--- config.mk ---
export PLATFORM = sky130hd
export DESIGN_NAME = uart_tx_frame
export DESIGN_NICKNAME = d
export VERILOG_FILES = /design/src/rtl/uart_pkg.sv /design/src/rtl/uart_baud_gen.sv /design/src/rtl/uart_tx_frame.sv
export SDC_FILE = /design/constraint.sdc
export NUM_CORES = 1
export LEC_CHECK = 0
export CORE_MARGIN = 2
export CORE_UTILIZATION = 25
export DETAILED_ROUTE_END_ITERATION = 8
export PLACE_DENSITY_LB_ADDON = 0.25
export SYNTH_ARGS = -nofsm -noshare
export SYNTH_HDL_FRONTEND = slang
export SYNTH_SLANG_ARGS = --single-unit
--- constraint.sdc ---
create_clock -name clk -period 2.6 [get_ports clk]
set_clock_uncertainty 0.1 [all_clocks]
set_input_delay 0.39 -clock clk [delete_from_list [all_inputs] [get_ports clk]]
set_output_delay 0.39 -clock clk [all_outputs]
set_load 0.02 [all_outputs]
--- src/rtl/uart_pkg.sv ---
// Shared definitions for the UART transmitter and the baud generator that the
// receiver will reuse later.
//   uart_state_t  : transmitter frame states
//   PARITY_*      : parity mode encodings accepted by the PARITY parameter
//   baud_period() : clock cycles per bit for a given clock and line rate
//   cnt_width()   : width of a counter that covers 0..period-1
package uart_pkg;

  typedef enum logic [2:0] {
    ST_IDLE,
    ST_START,
    ST_DATA,
    ST_PARITY,
    ST_STOP,
    ST_BREAK
  } uart_state_t;

  localparam int unsigned PARITY_NONE = 0;
  localparam int unsigned PARITY_EVEN = 1;
  localparam int unsigned PARITY_ODD  = 2;

  function automatic int unsigned baud_period(input int unsigned clk_hz,
                                              input int unsigned baud);
    return (baud == 0) ? 0 : clk_hz / baud;
  endfunction

  function automatic int unsigned cnt_width(input int unsigned period);
    return (period <= 2) ? 1 : $clog2(period);
  endfunction

endpackage

--- src/rtl/uart_baud_gen.sv ---
// Bit-period timer.
//   clk       : system clock, rising edge
//   rst       : asynchronous reset, active-high
//   restart   : hold the count at 0 (next period starts the cycle after release)
//   baud_tick : high on the final cycle of each BAUD_PERIOD_CYCLES-long period
module uart_baud_gen
  import uart_pkg::*;
#(
  parameter int unsigned BAUD_PERIOD_CYCLES = 1250
) (
  input  logic clk,
  input  logic rst,
  input  logic restart,
  output logic baud_tick
);

  localparam int unsigned CW = cnt_width(BAUD_PERIOD_CYCLES);
  localparam logic [CW-1:0] LAST = CW'(BAUD_PERIOD_CYCLES - 1);

  logic [CW-1:0] cnt;

  always_ff @(posedge clk or posedge rst) begin
    if (rst) begin
      cnt <= '0;
    end else if (restart || (cnt == LAST)) begin
      cnt <= '0;
    end else begin
      cnt <= cnt + 1'b1;
    end
  end

  assign baud_tick = (cnt == LAST);

endmodule

--- src/rtl/uart_tx_frame.sv ---
// Parametrised UART transmitter with valid/ready input handshake.
//   clk           : system clock, rising edge
//   rst           : asynchronous reset, active-high
//   tx_data       : payload word, latched on the handshake
//   tx_data_valid : payload offered
//   tx_data_ready : block can accept (IDLE and not in reset)
//   break_req     : line-break request (only with UART_TX_BREAK_EN)
//   tx            : serial line, idle high, registered
//   transmitting  : high while a frame or break is on the line, registered
// Optional feature macro: UART_TX_BREAK_EN enables the BREAK state; without it
// break_req is an unused input.
module uart_tx_frame
  import uart_pkg::*;
#(
  parameter int unsigned CLK_FREQ_HZ = 12000000,
  parameter int unsigned BAUD_RATE   = 9600,
  parameter int unsigned DATA_BITS   = 8,
  parameter int unsigned PARITY      = 0,
  parameter int unsigned STOP_BITS   = 1
) (
  input  logic                 clk,
  input  logic                 rst,
  input  logic [DATA_BITS-1:0] tx_data,
  input  logic                 tx_data_valid,
  output logic                 tx_data_ready,
  input  logic                 break_req,
  output logic                 tx,
  output logic                 transmitting
);

  localparam int unsigned BAUD_PERIOD_CYCLES = baud_period(CLK_FREQ_HZ, BAUD_RATE);

  if (BAUD_PERIOD_CYCLES < 2) begin : g_bad_baud
    $error("uart_tx_frame: CLK_FREQ_HZ/BAUD_RATE must be >= 2");
  end
  if ((DATA_BITS < 5) || (DATA_BITS > 9)) begin : g_bad_data_bits
    $error("uart_tx_frame: DATA_BITS must be 5..9");
  end
  if (PARITY > PARITY_ODD) begin : g_bad_parity
    $error("uart_tx_frame: PARITY must be 0, 1 or 2");
  end
  if ((STOP_BITS < 1) || (STOP_BITS > 2)) begin : g_bad_stop_bits
    $error("uart_tx_frame: STOP_BITS must be 1..2");
  end

  localparam logic [3:0] LAST_BIT  = 4'(DATA_BITS - 1);
  localparam logic       LAST_STOP = 1'(STOP_BITS - 1);
  localparam logic       ODD_MODE  = (PARITY == PARITY_ODD);

  uart_state_t          state;
  logic [DATA_BITS-1:0] shreg;
  logic                 par_bit;
  logic [3:0]           bit_idx;
  logic                 stop_idx;
  logic                 baud_tick;
  logic                 restart;

  // The timer is held at zero whenever the line is not being timed by bit
  // periods, so the first period after leaving IDLE/BREAK is full length.
  assign restart = (state == ST_IDLE) || (state == ST_BREAK);

  assign tx_data_ready = !rst && (state == ST_IDLE);

  uart_baud_gen #(
    .BAUD_PERIOD_CYCLES(BAUD_PERIOD_CYCLES)
  ) u_baud (
    .clk      (clk),
    .rst      (rst),
    .restart  (restart),
    .baud_tick(baud_tick)
  );

`ifndef UART_TX_BREAK_EN
  logic unused_break;
  assign unused_break = break_req;
`endif

  always_ff @(posedge clk or posedge rst) begin
    if (rst) begin
      state        <= ST_IDLE;
      tx           <= 1'b1;
      transmitting <= 1'b0;
      shreg        <= '0;
      par_bit      <= 1'b0;
      bit_idx      <= '0;
      stop_idx     <= 1'b0;
    end else begin
      case (state)
        ST_IDLE: begin
`ifdef UART_TX_BREAK_EN
          if (break_req) begin
            state        <= ST_BREAK;
            tx           <= 1'b0;
            transmitting <= 1'b1;
          end else
`endif
          if (tx_data_valid) begin
            shreg        <= tx_data;
            par_bit      <= (^tx_data) ^ ODD_MODE;
            state        <= ST_START;
            tx           <= 1'b0;
            transmitting <= 1'b1;
          end
        end

        ST_START: begin
          if (baud_tick) begin
            state   <= ST_DATA;
            tx      <= shreg[0];
            shreg   <= shreg >> 1;
            bit_idx <= '0;
          end
        end

        ST_DATA: begin
          if (baud_tick) begin
            if (bit_idx == LAST_BIT) begin
              if (PARITY != PARITY_NONE) begin
                state <= ST_PARITY;
                tx    <= par_bit;
              end else begin
                state    <= ST_STOP;
                tx       <= 1'b1;
                stop_idx <= 1'b0;
              end
            end else begin
              tx      <= shreg[0];
              shreg   <= shreg >> 1;
              bit_idx <= bit_idx + 1'b1;
            end
          end
        end

        ST_PARITY: begin
          if (baud_tick) begin
            state    <= ST_STOP;
            tx       <= 1'b1;
            stop_idx <= 1'b0;
          end
        end

        ST_STOP: begin
          if (baud_tick) begin
            if (stop_idx == LAST_STOP) begin
              state        <= ST_IDLE;
              transmitting <= 1'b0;
            end else begin
              stop_idx <= stop_idx + 1'b1;
            end
          end
        end

`ifdef UART_TX_BREAK_EN
        ST_BREAK: begin
          if (!break_req) begin
            state    <= ST_STOP;
            tx       <= 1'b1;
            stop_idx <= 1'b0;
          end
        end
`endif

        default: begin
          state        <= ST_IDLE;
          tx           <= 1'b1;
          transmitting <= 1'b0;
        end
      endcase
    end
  end

endmodule

# Word-level counts from Yosys, hierarchy flattened
# Cells that the tools add are included.
dict set report classes {
  n_addsub 3
  n_eq_ne 15
  muxes 34
  bitwise 2
  n_reduce_logical 15
}
# op n
set ops {}
lappend ops {{2-to-1 mux 8 bit} 4}
lappend ops {{one-hot mux 8 bit (3 select lines)} 1}
lappend ops {{2-to-1 mux 3 bit} 7}
lappend ops {{!= test 2 bit, second input constant} 8}
lappend ops {{one-hot mux 3 bit (5 select lines)} 1}
lappend ops {{AND reduction 5 bit} 3}
lappend ops {{2-to-1 mux 1 bit} 13}
lappend ops {{2-to-1 mux 4 bit} 3}
lappend ops {{adder 11 x 1 -> 11 bit, second input constant} 1}
lappend ops {{equality test 11 bit, second input constant} 1}
lappend ops {{2-to-1 mux 11 bit} 1}
lappend ops {{one-hot mux 4 bit (2 select lines)} 1}
lappend ops {{AND reduction 4 bit} 2}
lappend ops {{AND reduction 7 bit} 1}
lappend ops {{equality test 3 x 2 -> 1 bit, second input constant} 2}
lappend ops {{equality test 3 bit, second input constant} 2}
lappend ops {{one-hot mux 1 bit (3 select lines)} 2}
lappend ops {{nonzero test 3 bit} 2}
lappend ops {{one-hot mux 1 bit (5 select lines)} 1}
lappend ops {{adder 4 x 1 -> 4 bit, second input constant} 1}
lappend ops {{equality test 4 x 3 -> 1 bit, second input constant} 1}
lappend ops {{equality test 3 x 1 -> 1 bit, second input constant} 1}
lappend ops {{logical NOT 3 bit} 1}
lappend ops {{OR reduction 3 bit} 1}
lappend ops {{6 further kinds} 8}
dict set report totals {
  reg_bits 29
  in_bits 12
  output_inout_bits 3
  elab_cells 76
}

# Depth between registers and ports, before layout
dict set report logic_depth {
  depth_word 4
  mapped_depth 8
  ltp_nobuf 6
}

# Hierarchy
# A second synthesis with hierarchy kept.
dict set report unflattened {
  hier_cells 155
  hier_area_um2 1530.2
}
# module n_inst cells_per_inst area_per_inst_um2 seq_area_each_um2
set by_module_without_submodules {}
lappend by_module_without_submodules {uart_tx_frame 1 100 974.7 426.7}
lappend by_module_without_submodules {uart_baud_gen 1 55 555.5 275.3}

# Worst setup path after synthesis
# Ideal clock, no wire load.
dict set report synth_path {
  path_type {register to register}
  from {register u_baud.cnt[4]}
  to {register bit_idx[2]}
  setup_ns 0.076
  arrival_time_ns 2.038
  required_ns 2.424
  setup_slack_ns 0.386
  stages_incl_launch_ff 6
  path_cell_list {dfrtp_1 > or4b_4 > or3_1 > clkbuf_2 > or4_4 > o21ai_1}
}
dict set report synth_between {
  elab_chain_cells 3
}
# item line
set synth_rtl {}
lappend synth_rtl {{from (decl)} uart_baud_gen.sv:20} ;# logic [CW-1:0] cnt;
lappend synth_rtl {{from (signal assigned)} uart_baud_gen.sv:28} ;# cnt <= cnt + 1'b1;
lappend synth_rtl {{equality test 11 bit *} uart_baud_gen.sv:32} ;# assign baud_tick = (cnt == LAST);
lappend synth_rtl {{!= test 2 bit (no line)} --}
lappend synth_rtl {{AND reduction 4 bit (no line) *} --}
lappend synth_rtl {{to (signal assigned)} uart_tx_frame.sv:129} ;# bit_idx <= bit_idx + 1'b1;
lappend synth_rtl {{to (decl)} uart_tx_frame.sv:53} ;# logic [3:0] bit_idx;
# Every way passes the cells marked *; elsewhere a longest branch is shown, timed or not.
# A chain may end at the register's enable or synchronous reset.

# Worst setup path in the final report
dict set report layout_path {
  from {register state[0]}
  to {output tx_data_ready}
}
dict set report layout_between {
  elab_chain_cells 2
}
# item line
set layout_rtl {}
lappend layout_rtl {{from (decl)} uart_tx_frame.sv:50} ;# uart_state_t state;
lappend layout_rtl {{from (signal assigned)} uart_tx_frame.sv:80} ;# state <= ST_IDLE;
lappend layout_rtl {{from (signal assigned)} uart_tx_frame.sv:100} ;# state <= ST_START;
lappend layout_rtl {{from (signal assigned)} uart_tx_frame.sv:108} ;# state <= ST_DATA;
lappend layout_rtl {{logical NOT 3 bit} uart_tx_frame.sv:62} ;# assign tx_data_ready = !rst && (state == ST_IDLE);
lappend layout_rtl {{logical AND 1 bit} uart_tx_frame.sv:62}
lappend layout_rtl {{to (decl)} uart_tx_frame.sv:25} ;# output logic tx_data_ready,
# No other way between the ends.

==> results.cfg <==
[cts]
cts_inserted_buffers = 3
postCtsSetupBuffers = 0
cts_sinks = 28
cts_hold_buf = 0
cts_tree = done
cts_resized = 0
root_buffer = clkbuf_8
cts.htree.levels = 1
cts_buffer_depth = 2
insertion_delay_ps = 280
clkTransAtPathRegs_ps = 100

[placed_design]
gp_congestion = 0.7365
dpl.hpwl_mm = 2.315
port_buffers = 13
dp_slack_ps = 170.4

[grt]
grt_usage_pct = 10.60
antenna_found_initial = 0
grt_pass1_vias = 1295
grt-ovfl-total = 0
grt_max_degree = 29
grt_pass1_wl_mm = 6.127

[power]
max-vdd-ir-drop_mv = 0.2363
p_per_area_mw_per_mm2 = 431.0
power.total_uw = 813.7
power_leakage_nw = 0.8341

[floorplanning]
dieHeight_um = 83.07
die_w_um = 83.07
core_mm2 = 0.005991
std_cell_rows = 28
io_pins = 15
die-area_mm2 = 0.006900
start_util_pct = 26.09

[min_path]
hold_class = primary input to asynchronous set/reset pin

[route]
drtPass1Iterations = 4
drt-total-wl_mm = 3.467
viasPerCell = 5.120
ant_nets = 0
drc = 0
wl_per_cell_um = 13.87
num_vias = 1280
drt-initial-drc-count = 52

[yosys]
yosysSeqAreaShare_pct = 44.92
mappedNetlistArea_mm2 = 0.001563
avgSynthCellArea_um2 = 10.02
synth_top_cell_area_share_pct = 43.23
synth_top_area_cell = dfrtp_1
synth-edff-count = 0
yosys_warnings = 0
netlist_instances = 156
synth_async_sr_flop_share_pct = 100.0
synthTopCellsByArea = dfrtp_1, a221oi_1, mux2i_1, nor2_1, xor2_1
ys_seq_elements = 28
synth_cell_type_count = 45
synth_flop_cell = dfrtp_1
synth_fp_nets = 171

[critical_path]
critPathKind = register to primary output
required_ps = 2110
path_cells = or2_2 -> nor3_1 -> clkdlybuf4s50_1
path_buf_inv = 1
slowest_delay_ps = 630
crit_path_start_kind = register
worstPathArrival_ps = 1990
crit_fanout = 12
path_delay_family = buffers and inverters
endpoint_kind = primary output
slowest_stage = clkdlybuf4s50_1

[cells_and_area]
n_antenna_cell = 0
regArea_um2 = 701.9
syn2layout_area_growth_pct = 20.82
final_cell_mix = dfrtp_1, nor2_1, clkdlybuf4s50_1
layout-drive-gt1-share_pct = 13.14
layout_commonest_cell = dfrtp_1
nNetsFinal = 191
nFillCells = 628
multi_input_area_um2 = 793.3

[timing]
rsz0062_at_grt = false
setup_viol = 0
setup_ws_ps = 123.5
min_period_over_period_pct = 95.25
setup_tns_ps = 0
tightest_slew_ps = 965.7
slew_violations = 0
hold_ws_ps = 408.5
timing_hold_violations_final = 0
period_minus_slack_ps = 2476
fmax_mhz = 403.8
slew-limit-headroom_pct = 35.38

[outcome]
status = complete, no violations

[run]
cap_violations = 0
[per-layer routing]
layer	up-vias	global-route usage (%)	wire (µm)
met4	0	3.130	34
met3	2	2.386	120
met5	-	0	0
li1	616	-	-
met2	25	16.28	1540
met1	637	14.89	1772
[power breakdown]
| group | switching [mW] | internal, mW |
|---|---|---|
| sequential | 0 | 0.435 |
| combinational | 0.0117 | 0.0147 |
| clock | 0.146 | 0.206 |
[registers in the layout, summed over array words and instances, names as in the netlist]
register / cells
u_baud.cnt: 11
shreg: 8
bit_idx: 4
state: 3
transmitting: 1
tx: 1
[layout make-up]
class / instances / area share, %
Clock buffer: 3 / 2.187
Inverter: 4 / 0.7952
Tap cell: 75 / 4.970
Sequential cell: 28 / 37.18
Multi-Input combinational cell: 115 / 42.01
Timing Repair Buffer: 24 / 11.27
Clock inverter: 1 / 1.590
[per-stage QoR]
stage	instance area (µm²)	instances	util (%)
after detailed placement	1817	246	30.33
final	1888	250	31.52
after global routing	1888	250	31.52
after CTS	1888	250	31.52
after floorplan	1563	156	-
after global placement	1817	246	30.33
[worst reg2reg max path, delay by kind of cell (launching register included)]
kind,cells,cell delay (ps)
flip-flops,1,450
AND/OR/NAND/NOR,3,1530
AO/OA/AOI/OAI,1,130
[kinds of logic after synthesis]
kind of cell,Yosys count,synth area share [%]
simple gates,55,19.62
fa+ha+maj,3,2.402
buf+inv,13,4.323
flops,28,44.92
xor+xnor,10,5.604
compound gates,39,17.94
mux,8,5.204
[worst paths after layout]
kind | from | depth (start not counted) | slack (ps) | to
min in group clk | bit_idx[0] | 1 | 410 | bit_idx[0]
max reg2reg | u_baud.cnt[4] | 4 | 320 | bit_idx[2]
max | state[0] | 3 | 120 | tx_data_ready
min | rst | 3 | 410 | bit_idx[2]
min reg2reg | bit_idx[0] | 1 | 410 | bit_idx[0]
max in group asynchronous | rst | 3 | 1680 | tx
[cell usage after synthesis, types with 5 or more instances]
| master | n |
|---|---|
| xor2_1 | 6 |
| a221oi_1 | 8 |
| a21oi_1 | 6 |
| nor3_1 | 6 |
| nand2_1 | 8 |
| o21ai_0 | 5 |
| dfrtp_1 | 27 |
| nor2_1 | 16 |
| a31oi_1 | 7 |
| mux2i_1 | 7 |
No activity file was read; power rests on OpenSTA's default activity.
